File: src/rtl/alu_arbiter_pkg.sv
// Shared ALU constants: datapath/select widths and the 74181 op-codes used by
// the arbiter and the decoder.
package alu_arbiter_pkg;

    localparam int unsigned ALU_W  = 16;
    localparam int unsigned ALU_SW = 4;

    localparam logic M_ARITH = 1'b0;
    localparam logic M_LOGIC = 1'b1;

    // M=0: A plus B;  M=1: A xor B
    localparam logic [ALU_SW-1:0] S_ADD = 4'b1001;
    localparam logic [ALU_SW-1:0] S_XOR = 4'b0110;

    // Index width for n requesters (never zero)
    function automatic int unsigned idx_w(input int unsigned n);
        return (n > 1) ? $clog2(n) : 1;
    endfunction

endpackage

File: src/rtl/alu_arbiter_if.sv
// Request/response bundle between NREQ requesters and the ALU arbiter;
// requester i owns element i of every vector.
interface alu_arbiter_if
    import alu_arbiter_pkg::*;
#(
    parameter int unsigned NREQ = 2,
    parameter int unsigned W    = ALU_W
);
    logic [NREQ-1:0]              req_valid;
    logic [NREQ-1:0]              req_ready;
    logic [NREQ-1:0][ALU_SW-1:0]  req_s;
    logic [NREQ-1:0]              req_m;
    logic [NREQ-1:0][W-1:0]       req_a;
    logic [NREQ-1:0][W-1:0]       req_b;
    logic [NREQ-1:0]              rsp_valid;
    logic [NREQ-1:0]              rsp_ready;
    logic [NREQ-1:0][W-1:0]       rsp_y;
    logic [NREQ-1:0]              rsp_co;

    modport master (
        output req_valid, req_s, req_m, req_a, req_b, rsp_ready,
        input  req_ready, rsp_valid, rsp_y, rsp_co
    );

    modport slave (
        input  req_valid, req_s, req_m, req_a, req_b, rsp_ready,
        output req_ready, rsp_valid, rsp_y, rsp_co
    );

endinterface

File: src/rtl/alu_arbiter_rr_arbiter.sv
// Round-robin arbiter: one-hot grant among req, priority starts at the
// requester after the last winner; pointer moves only when something wins.
module rr_arbiter
    import alu_arbiter_pkg::*;
#(
    parameter int unsigned NREQ = 2
) (
    input  logic                           clk,
    input  logic                           rst,
    input  logic [NREQ-1:0]                req,
    output logic [NREQ-1:0]                grant,
    output logic [idx_w(NREQ)-1:0]         grant_id
);
    localparam int unsigned IW = idx_w(NREQ);

    logic [IW-1:0] ptr;
    logic [IW-1:0] ptr_next;
    int            idx;

    // Scan from lowest to highest priority so the highest-priority hit wins last
    always_comb begin
        grant    = '0;
        grant_id = '0;
        idx      = 0;
        for (int k = int'(NREQ) - 1; k >= 0; k--) begin
            idx = (int'(ptr) + k) % int'(NREQ);
            if (req[IW'(idx)]) begin
                grant           = '0;
                grant[IW'(idx)] = 1'b1;
                grant_id        = IW'(idx);
            end
        end
        ptr_next = (grant_id == IW'(NREQ - 1)) ? '0 : grant_id + IW'(1);
    end

    always_ff @(posedge clk or posedge rst) begin
        if (rst) begin
            ptr <= '0;
        end else if (|grant) begin
            ptr <= ptr_next;
        end
    end

endmodule

File: src/rtl/alu_arbiter.sv
// Shares one combinational 74181-style ALU among NREQ requesters: round-robin
// issue into registered ALU operands, result captured one cycle later.
module alu_arbiter
    import alu_arbiter_pkg::*;
#(
    parameter int unsigned NREQ = 2,
    parameter int unsigned W    = ALU_W
) (
    input  logic              clk,
    input  logic              rst,
    alu_arbiter_if.slave      bus,
    output logic [ALU_SW-1:0] alu_s,
    output logic              alu_m,
    output logic [W-1:0]      alu_a,
    output logic [W-1:0]      alu_b,
    input  logic [W-1:0]      alu_y,
    input  logic              alu_co
);
    localparam int unsigned IW = idx_w(NREQ);

    logic [NREQ-1:0] eligible;
    logic [NREQ-1:0] grant;
    logic [NREQ-1:0] inflight;
    logic [NREQ-1:0] capture;
    logic [IW-1:0]   grant_id;
    logic [IW-1:0]   issue_id;
    logic            issue_valid;

    // A slot whose result is being consumed this cycle may be refilled: the
    // new result only lands two edges later.
    always_comb begin
        eligible = bus.req_valid & ~inflight & (~bus.rsp_valid | bus.rsp_ready);
        capture  = '0;
        for (int i = 0; i < int'(NREQ); i++) begin
            capture[i] = issue_valid && (issue_id == IW'(i));
        end
    end

    rr_arbiter #(.NREQ(NREQ)) u_rr (
        .clk      (clk),
        .rst      (rst),
        .req      (eligible),
        .grant    (grant),
        .grant_id (grant_id)
    );

    assign bus.req_ready = grant;

    // Issue stage: operands hold their last value when nothing is granted
    always_ff @(posedge clk or posedge rst) begin
        if (rst) begin
            alu_s       <= '0;
            alu_m       <= 1'b0;
            alu_a       <= '0;
            alu_b       <= '0;
            issue_id    <= '0;
            issue_valid <= 1'b0;
        end else begin
            issue_valid <= |grant;
            if (|grant) begin
                alu_s    <= bus.req_s[grant_id];
                alu_m    <= bus.req_m[grant_id];
                alu_a    <= bus.req_a[grant_id];
                alu_b    <= bus.req_b[grant_id];
                issue_id <= grant_id;
            end
        end
    end

    // Per-requester response slots and outstanding flags
    always_ff @(posedge clk or posedge rst) begin
        if (rst) begin
            bus.rsp_valid <= '0;
            bus.rsp_y     <= '0;
            bus.rsp_co    <= '0;
            inflight      <= '0;
        end else begin
            for (int i = 0; i < int'(NREQ); i++) begin
                if (capture[i]) begin
                    bus.rsp_valid[i] <= 1'b1;
                    bus.rsp_y[i]     <= alu_y;
                    bus.rsp_co[i]    <= alu_co;
                end else if (bus.rsp_valid[i] && bus.rsp_ready[i]) begin
                    bus.rsp_valid[i] <= 1'b0;
                end
                if (capture[i]) begin
                    inflight[i] <= 1'b0;
                end else if (grant[i]) begin
                    inflight[i] <= 1'b1;
                end
            end
        end
    end

endmodule
File: src/flat_wrapper.sv
// flat-port wrapper written by rule: the top's interface ports become plain ports
module alu_arbiter_flat import alu_arbiter_pkg::*;
#(
    parameter int unsigned NREQ = 2,
    parameter int unsigned W    = ALU_W
)
  (clk, rst, alu_s, alu_m, alu_a, alu_b, alu_y, alu_co, bus_req_valid, bus_req_s, bus_req_m, bus_req_a, bus_req_b, bus_rsp_ready, bus_req_ready, bus_rsp_valid, bus_rsp_y, bus_rsp_co);
  alu_arbiter_if #(.NREQ(NREQ), .W(W)) bus_i ();
  input  logic clk;
  input  logic rst;
  output logic [ALU_SW-1:0] alu_s;
  output logic alu_m;
  output logic [W-1:0] alu_a;
  output logic [W-1:0] alu_b;
  input  logic [W-1:0] alu_y;
  input  logic alu_co;
  input wire logic [$bits(bus_i.req_valid)-1:0] bus_req_valid;
  input wire logic [$bits(bus_i.req_s)-1:0] bus_req_s;
  input wire logic [$bits(bus_i.req_m)-1:0] bus_req_m;
  input wire logic [$bits(bus_i.req_a)-1:0] bus_req_a;
  input wire logic [$bits(bus_i.req_b)-1:0] bus_req_b;
  input wire logic [$bits(bus_i.rsp_ready)-1:0] bus_rsp_ready;
  output wire logic [$bits(bus_i.req_ready)-1:0] bus_req_ready;
  output wire logic [$bits(bus_i.rsp_valid)-1:0] bus_rsp_valid;
  output wire logic [$bits(bus_i.rsp_y)-1:0] bus_rsp_y;
  output wire logic [$bits(bus_i.rsp_co)-1:0] bus_rsp_co;
  assign bus_i.req_valid = bus_req_valid;
  assign bus_i.req_s = bus_req_s;
  assign bus_i.req_m = bus_req_m;
  assign bus_i.req_a = bus_req_a;
  assign bus_i.req_b = bus_req_b;
  assign bus_i.rsp_ready = bus_rsp_ready;
  assign bus_req_ready = bus_i.req_ready;
  assign bus_rsp_valid = bus_i.rsp_valid;
  assign bus_rsp_y = bus_i.rsp_y;
  assign bus_rsp_co = bus_i.rsp_co;
  alu_arbiter #(.NREQ(NREQ), .W(W)) u_core (.clk(clk), .rst(rst), .bus(bus_i), .alu_s(alu_s), .alu_m(alu_m), .alu_a(alu_a), .alu_b(alu_b), .alu_y(alu_y), .alu_co(alu_co));
endmodule
File: config.mk
export PLATFORM = sky130hd
export DESIGN_NAME = alu_arbiter_flat
export DESIGN_NICKNAME = d
export VERILOG_FILES = /design/src/rtl/alu_arbiter_pkg.sv /design/src/rtl/alu_arbiter_if.sv /design/src/rtl/alu_arbiter_rr_arbiter.sv /design/src/rtl/alu_arbiter.sv /design/src/flat_wrapper.sv
export SDC_FILE = /design/constraint.sdc
export NUM_CORES = 1
export LEC_CHECK = 0
export ABC_AREA = 1
export ABC_CLOCK_PERIOD_IN_PS = 3400
export CELL_PAD_IN_SITES_DETAIL_PLACEMENT = 1
export CELL_PAD_IN_SITES_GLOBAL_PLACEMENT = 2
export CORE_MARGIN = 8
export CORE_UTILIZATION = 22
export CTS_CLUSTER_DIAMETER = 100
export DETAILED_ROUTE_END_ITERATION = 10
export PLACE_DENSITY_LB_ADDON = 0.05
export SYNTH_ARGS = -nofsm -noshare
export SYNTH_HDL_FRONTEND = slang
export SYNTH_SLANG_ARGS = --single-unit
File: constraint.sdc
create_clock -name clk -period 3.4 [get_ports clk]
set_clock_uncertainty 0.1 [all_clocks]
set_input_delay 0.68 -clock clk [delete_from_list [all_inputs] [get_ports clk]]
set_output_delay 0.68 -clock clk [all_outputs]
set_load 0.005 [all_outputs]
Word level (Yosys, flattened, before mapping)
Cells that the tools add are included.
- bits in registers: 77
- output and inout bits: 75
- word-level logic and storage cells: 64
- input bits: 97
- reductions and logical operators: 10
- order comparisons: 5
- $add $sub $neg: 2
- muxes and demuxes: 27
- bitwise gates (word level): 6
- operators with widths (cell ; count):
    2-to-1 mux 16 bit ; 4
    2-to-1 mux 1 bit ; 17
    2-to-1 mux 4 bit ; 2
    logical AND 1 bit ; 6
    < comparator 1 x 3 -> 1 bit (second input constant) ; 2
    nonzero test 2 bit ; 3
    2-to-1 mux 2 bit ; 2
    inverter 1 bit ; 3
    adder 1 bit (second input constant) ; 2
    AND 1 bit ; 2
    demux 1 bit (select 1 bit) ; 2
    >= comparator 1 bit (second input constant) ; 2
    < comparator 1 x 2 -> 1 bit (second input constant) ; 1
    OR reduction 2 bit ; 1
    bitwise OR 1 bit ; 1

Depth between registers and ports, before layout
- depth after elaboration: 9
- mapped depth: 6
- depth with buffers taken out: 5

Hierarchy
A second synthesis with hierarchy kept.
- cells, all modules: 435
- area total of the unflattened synthesis: 3422.0 µm²
- by module, submodules not included (module ; sequential area each (µm²) ; area an instance (µm²) ; cells each ; instances):
    alu_arbiter ; 1926.8 ; 3359.5 ; 425 ; 1
    rr_arbiter ; 25.0 ; 62.6 ; 10 ; 1

Worst setup path before layout
Ideal clock, no wire load.
- path type: input -> output
- start point: in bus_req_valid[0]
- end point: out bus_req_ready[0]
- data required time: 2.620 ns
- arrival time: 1.204 ns
- setup slack: 1.416 ns
- path buffers: 1
- cell stages on the path: 5
- cell sequence: inv_1 nor2_2 nand3_2 buf_6 inv_1
- longest elaborated chain between the ends: 6
- elaborated cells on any way between the ends: 8
- classes of those cells: 6 x mux; 2 x bitwise
- RTL lines (what ; line ; source):
    start, declared ; flat_wrapper.sv:17 ; input wire logic [$bits(bus_i.req_valid)-1:0] bus_req_valid;
    AND 1 bit * (2 in series) ; alu_arbiter.sv:32 ; eligible = bus.req_valid & ~inflight & (~bus.rsp_valid | bus.rsp_ready);
    2-to-1 mux 1 bit (not written as such) (2 in series) ; alu_arbiter_rr_arbiter.sv:27 ; if (req[IW'(idx)]) begin
    2-to-1 mux 2 bit ; alu_arbiter_rr_arbiter.sv:27 ;
    2-to-1 mux 2 bit * ; alu_arbiter_rr_arbiter.sv:27 ;
    end, declared ; flat_wrapper.sv:23 ; output wire logic [$bits(bus_i.req_ready)-1:0] bus_req_ready;
Mark *: on every way between the ends. The rest lies on a longest branch, timed or not. The select of a mux whose other input is x is not followed.

Worst setup path in the final report
Same ends and word-level chain as after synthesis.

==> summary.txt <==
Drt
  – Final ANT Viol Nets: 0
  – Drt drc: 0
  – 1st-pass router iterations: 4
  – Routed wire length: 10350 µm
  – Vias: 2647
  – DRT iter0 DRCs: 109
  – Wire per inst: 16.40 µm
  – DR vias/cell: 4.195

STA
  – FMAX: 363.5 MHz
  – Final setup vio count: 0
  – Max_slew headroom: 0.5169
  – Crit path time final: 2.751 ns
  – Period utilisation layout: 0.8091
  – Final hold viol count: 0
  – Setup repair after global routing missed its margin: false
  – Actual slew at the worst max-slew pin: 0.7238 ns
  – Fin. max-slew vios: 0
  – Setup TNS: 0 ns

Synthesis
  – Synthesized area: 3197 µm²
  – Syn Inst Count: 317
  – Post-synthesis net count: 414
  – Asr flop ratio synth: 1.000
  – Avg Cell Area, Syn: 10.08 µm²
  – FF+latch count, synth: 77
  – Top_reg_cell synth: dfrtp_1
  – Post-synth EDFFs: 0
  – Yosys warnings: 0
  – Library cells used by synthesis: 17
  – Register area share after synthesis: 0.6027

Floorplanning
  – IO Count: 172
  – Area of the core: 14370 µm²
  – Width of the die: 136.5 µm
  – Rows: 44
  – Initial core utilization: 0.2225
  – Die area: 18640 µm²
  – Die height: 136.5 µm

Clocking
  – CTS root buf: clkbuf_16
  – Later-pin clock latency in the skew report: 0.33 ns
  – CTS tree: built
  – Hold_buf cts: 0
  – CTS H-Tree Depth: 3
  – Setup Buffers After CTS: 0
  – Num Clock Sinks: 77
  – TritonCTS buffer count: 9
  – Clk buf depth: 2
  – Resize count post-CTS: 0
  – CTS clk-pin slew, worst paths: 0.06 ns

Power and ir drop
  – Max VDD drop: 0.1964 mV
  – PwrDens: 386.3 nW/µm²
  – P_leak: 2.320 nW

Placed design
  – Hpwl dp: 6687 µm
  – Post-Place Cell Area: 4591 µm²
  – Number of buffers added on ports: 132
  – Placed Instances: 615
  – GPL Wtd Cong: 0.6812

Final layout
  – Commonest non-fill, non-tap cell in the layout: clkdlybuf4s50_1
  – Diodes inserted: 0
  – Layout cell share with drive strength beyond 1: 0.09620
  – Fin cells: 631
  – Post-route cell area: 4845 µm²
  – Area grow syn2layout: 51.55%
  – Most frequent cells in the layout: clkdlybuf4s50_1 (132), nand2_1 (109), dfrtp_1 (77)
  – Nets: 539
  – Core Util, Final: 0.3372
  – Fillcell total: 1614

Worst setup path
  – Startpoint types: primary input
  – Crit Path Category: in -> out
  – CP arrival: 1.97 ns
  – Element type at the critical path end: primary output
  – CP max FO: 2
  – WP data required: 2.62 ns

Run status
  – Status: finished clean

Global routing
  – Global Route Usage Sum: 0.1148
  – Initial antenna violation count: 0
  – Vias in the first global route: 2954
  – Largest net degree at the start of global routing: 41
  – First-pass GRT wire length: 16240 µm
  – Total gr overflow: 0

Flow run
  – MaxCap Viol Count: 0

Worst hold path
  – Worst hold path type: reg -> reg
stage by stage:
step / hold WS (ns) / setup WS [ns] / total power, mW
2_1_floorplan: 0.3650 / 0.6533 / 0.9561
3_3_place_gp: 0.3525 / 0.6190 / 1.037
3_5_place_dp: 0.3595 / 0.6328 / 1.037
4_1_cts: 0.3738 / 0.6225 / 1.925
5_1_grt: 0.3905 / 0.5666 / 1.962
6_report: 0.3709 / 0.6492 / 1.872
registers in the layout, summed over array words and instances (netlist names):
register and count:
u_core.bus.rsp_y 32, u_core.alu_a 16, u_core.alu_b 16, u_core.alu_s 4
u_core.bus.rsp_co 2, u_core.bus.rsp_valid 2, u_core.alu_m 1, u_core.inflight 1
u_core.issue_id 1, u_core.issue_valid 1, u_core.u_rr.ptr 1
critical path, stage by stage:
cell             delay, ns
clkdlybuf4s50_1       0.45
inv_1                 0.06
nor2_4                0.08
nand3_2               0.08
inv_1                 0.08
clkdlybuf4s50_1       0.54
worst paths after layout:
path                            cells past startpoint                       to        startpoint  slack [ns]
min in group asynchronous                           2      u_core.bus.rsp_y[0]               rst        0.68
worst max-delay path                                6         bus_req_ready[0]  bus_req_valid[0]        0.65
worst max register to register                      2  u_core.bus.rsp_valid[1]   u_core.issue_id        2.03
max in group asynchronous                           3  u_core.bus.rsp_valid[0]               rst        1.83
worst min-delay path                                2          u_core.alu_b[2]   u_core.alu_b[2]        0.37
worst min register to register                      2          u_core.alu_b[2]   u_core.alu_b[2]        0.37
synthesized netlist by cell type, types with 3 or more instances:
cell	number	area share
buf_6	13	0.046
dfrtp_1	77	0.60
buf_2	3	0.0047
nand2_1	109	0.13
o21ai_2	17	0.047
nand2_2	4	0.0078
nand4_1	37	0.072
o21ai_1	17	0.027
inv_1	26	0.031
buf_4	7	0.016
routing by layer:
layer,global-route usage,wire (µm),part of all wire
met3,0.05286,1096,0.11
met4,0.05491,170,0.016
met1,0.1310,4249,0.41
met2,0.1790,4833,0.47
met5,0,0,0
report_power, final:
group	internal [mW]	switching, mW	leakage [nW]
combinational	0.0619	0.0386	1.31
sequential	0.917	0.0000000000000000641	0.888
clock	0.493	0.361	0.125
logic make-up after synthesis:
kind of cell / Yosys count / synth area share
AND/OR/NAND/NOR: 153 / 0.2168
buffers and inverters: 50 / 0.09941
other: 1 / 0.001173
flip-flops: 77 / 0.6027
AO/OA/AOI/OAI: 36 / 0.07984
layout make-up:
class / instances / area [µm²] / area share
clock buffer: 14 / 244.0 / 0.05036
tap: 184 / 230.2 / 0.04752
inverter: 27 / 105.1 / 0.02169
sequential: 77 / 1927 / 0.3977
timing repair buffer: 137 / 1371 / 0.2831
clock inverter: 2 / 10.01 / 0.002066
multi-input combinational: 190 / 957.2 / 0.1976
Power figures use the tool's default switching activity.
==> edit (config.mk and constraints unchanged) <==
`NREQ` is set to 2 in 4 places; all go to 4.
--- a/src/rtl/alu_arbiter_if.sv
+++ b/src/rtl/alu_arbiter_if.sv
@@ -5,3 +5,3 @@
 #(
-    parameter int unsigned NREQ = 2,
+    parameter int unsigned NREQ = 4,
     parameter int unsigned W    = ALU_W
--- a/src/rtl/alu_arbiter_rr_arbiter.sv
+++ b/src/rtl/alu_arbiter_rr_arbiter.sv
@@ -5,3 +5,3 @@
 #(
-    parameter int unsigned NREQ = 2
+    parameter int unsigned NREQ = 4
 ) (
--- a/src/rtl/alu_arbiter.sv
+++ b/src/rtl/alu_arbiter.sv
@@ -5,3 +5,3 @@
 #(
-    parameter int unsigned NREQ = 2,
+    parameter int unsigned NREQ = 4,
     parameter int unsigned W    = ALU_W
--- a/src/flat_wrapper.sv
+++ b/src/flat_wrapper.sv
@@ -3,3 +3,3 @@
 #(
-    parameter int unsigned NREQ = 2,
+    parameter int unsigned NREQ = 4,
     parameter int unsigned W    = ALU_W
Ports: changed (10 resized); port bits go from 172 to 288. The function was not compared with the original's and may differ.
==> edit against the original RTL <==
Via count rose to 2.7 times the old value. Total power rose by 99%. Routed wire length rose to 2.8 times the old value. Area after synthesis rose by 110%. Worst setup slack got worse by 0.57 ns. Synthesized cell count rose to 3.0 times the old value. Clock power rose by 110%. Worst hold slack improved by 0.011 ns. Sequential cell count rose by 41. Critical path type unchanged. Count of clock-buffer cells in the layout rose by 3. Design area rose by 130%. Register-to-register slack got worse by 1.2 ns.
==> edit: results (changes against the original RTL) <==
Yosys
  • Synth cell types: 27 (+10)
  • Synth Area in XOR/XNOR: 0.1279% (+0.13 points)
  • Synth top cells by count: nand2_1 (305), nand3_1 (137), dfrtp_1 (118)
  • Compound-Gate Fraction of Synth Area: 5.738% (-2.2 points)
  • Synth Area in Adders: 1.462% (+1.5 points)
  • Top cells by area, synth: dfrtp_1 (43%), nand2_1 (17%), nand3_1 (10%), nand3b_1 (8.2%), inv_1 (6.3%)
  • Sequential element share of the synthesized area: 43.13% (-17 points)
  • Syn Nets: 1120 (+170%)
  • Syn Area/Cell: 7.307 µm² (-28%)

Placed design
  • Routability Congestion: 0.8009 (+18%)
  • Port bufs: 287 (+120%)
  • DP Cell Count: 1598 (+160%)
  • Pre-CTS setup slack: -0.1573 ns (-0.7901 ns)
  • Post-DP HPWL: 20.98 mm (+210%)
  • Placed Instance Area: 10280 µm² (+120%)

Global routing
  • First-pass GRT wire length: 44.39 mm (+170%)
  • Largest net degree at the start of global routing: 97 (+140%)
  • Vias in the first global route: 7555 (+160%)
  • Total GRT Usage: 15.35% (+3.9 points)
  • Initial antenna violation count: 10 (+10)

Routing
  • Total Routed Length: 28.84 mm (+180%)
  • Wirelength per Cell: 17.65 µm (+7.6%)
  • Vias per Instance: 4.294 (+2.4%)
  • Drt pass-1 iters: 4 (unchanged)
  • Detailed Route Iter0 Violations: 236 (+120%)

Hold path
  • Hold Startpoint: u_core.bus.rsp_y[24]$_DFFE_PP0P_
  • Hold Crit Endpoint: u_core.bus.rsp_y[24]$_DFFE_PP0P_

Clocking
  • Clock insertion delay at the later pin of the skew report: 0.42 ns (+0.09 ns)
  • CTS buffer count: 17 (+8)
  • H-tree levels: 4 (+1)
  • Clock transition at path regs: roughly 0.070 ns

Critical path
  • WP data arrival: 2.54 ns (+0.57 ns)
  • End of the worst register-to-register path: u_core.alu_a[6]$_DFFE_PP0P_
  • Reg2Reg Depth: 16 (+14)
  • Worst-path fanout max: 5 (+3)
  • Start of the worst register-to-register path: u_core.u_rr.ptr[0]$_DFFE_PP0P_
  • CP max stage delay: 0.49 ns (-0.05 ns)
  • FF-to-FF setup slack: 0.86 ns (-1.17 ns)

Layout
  • Fin nets: 1406 (+160%)
  • Largest regs: u_core.bus.rsp_y (64), u_core.alu_a (16), u_core.alu_b (16)
  • Layout cell share with drive strength beyond 1: 8.981% (-0.64 points)

Timing
  • Fmax: 300.8 MHz (-17%)
  • Slew margin rel.: 60.73% (+9.0 points)

Pwr
  • Leakage power: 5.303 nW (+130%)
  • VDD IR-drop max: 0.3271 mV (+67%)

Outcome
  • Status: finished clean
edit: cell types whose count changed after synthesis, moves of 33 or more:
| cell | unedited run | this run |
|---|---|---|
| nand2_1 | 109 | 305 |
| nand3_1 | 0 | 137 |
| inv_1 | 26 | 115 |
| nand3b_1 | 0 | 75 |
| o21ai_0 | 1 | 70 |
| dfrtp_1 | 77 | 118 |
| nand4_1 | 37 | 1 |
| buf_2 | 3 | 36 |
edit: repair_timing:
action,4_1_cts,5_1_grt
buffers inserted,1,1
pin swaps,1,2
gates resized for setup,15,17
endpoints found under the setup margin,4,4
edit: tightest hold or removal path: stages, from the launching register on:
cell     delay [ns]
dfrtp_1        0.34
nand2_1        0.05
o21ai_0        0.06
edit: final cells by class:
cell class                      instances  area (µm²)
Clock buffer                           17       425.4
Clock inverter                         15       157.7
Fill cell                            3662       19600
Antenna cell                            2       5.005
Inverter                              125       478.0
Timing Repair Buffer                  324        3263
Tap cell                              396       495.5
Sequential cell                       118        2953
Multi-Input combinational cell        637        3216
edit: worst max path at each step:
stage | from | to | slack (ns)
after floorplan | u_core.u_rr.ptr[0]$_DFFE_PP0P_ | bus_req_ready[3] | 0.93
after global placement | bus_req_valid[1] | bus_req_ready[0] | -0.16
after detailed placement | bus_req_valid[1] | bus_req_ready[2] | -0.16
after CTS | bus_req_valid[1] | bus_req_ready[2] | -0.04
after global routing | bus_rsp_ready[3] | bus_req_ready[3] | -0.06
final | bus_req_valid[1] | bus_req_ready[3] | 0.08
edit: power by group:
part	total, mW	internal (mW)	switching (mW)
clock network	1.78	0.979	0.806
registers	1.45	1.44	0.0179
logic	0.485	0.305	0.179
edit: layer usage:
layer	global-route usage (%)	vias to the layer above	wire length [µm]
li1	-	3537	-
met2	23.58	209	12530
met3	6.306	38	2682
met1	19.56	3215	13120
met4	4.289	18	399
met5	0	-	106
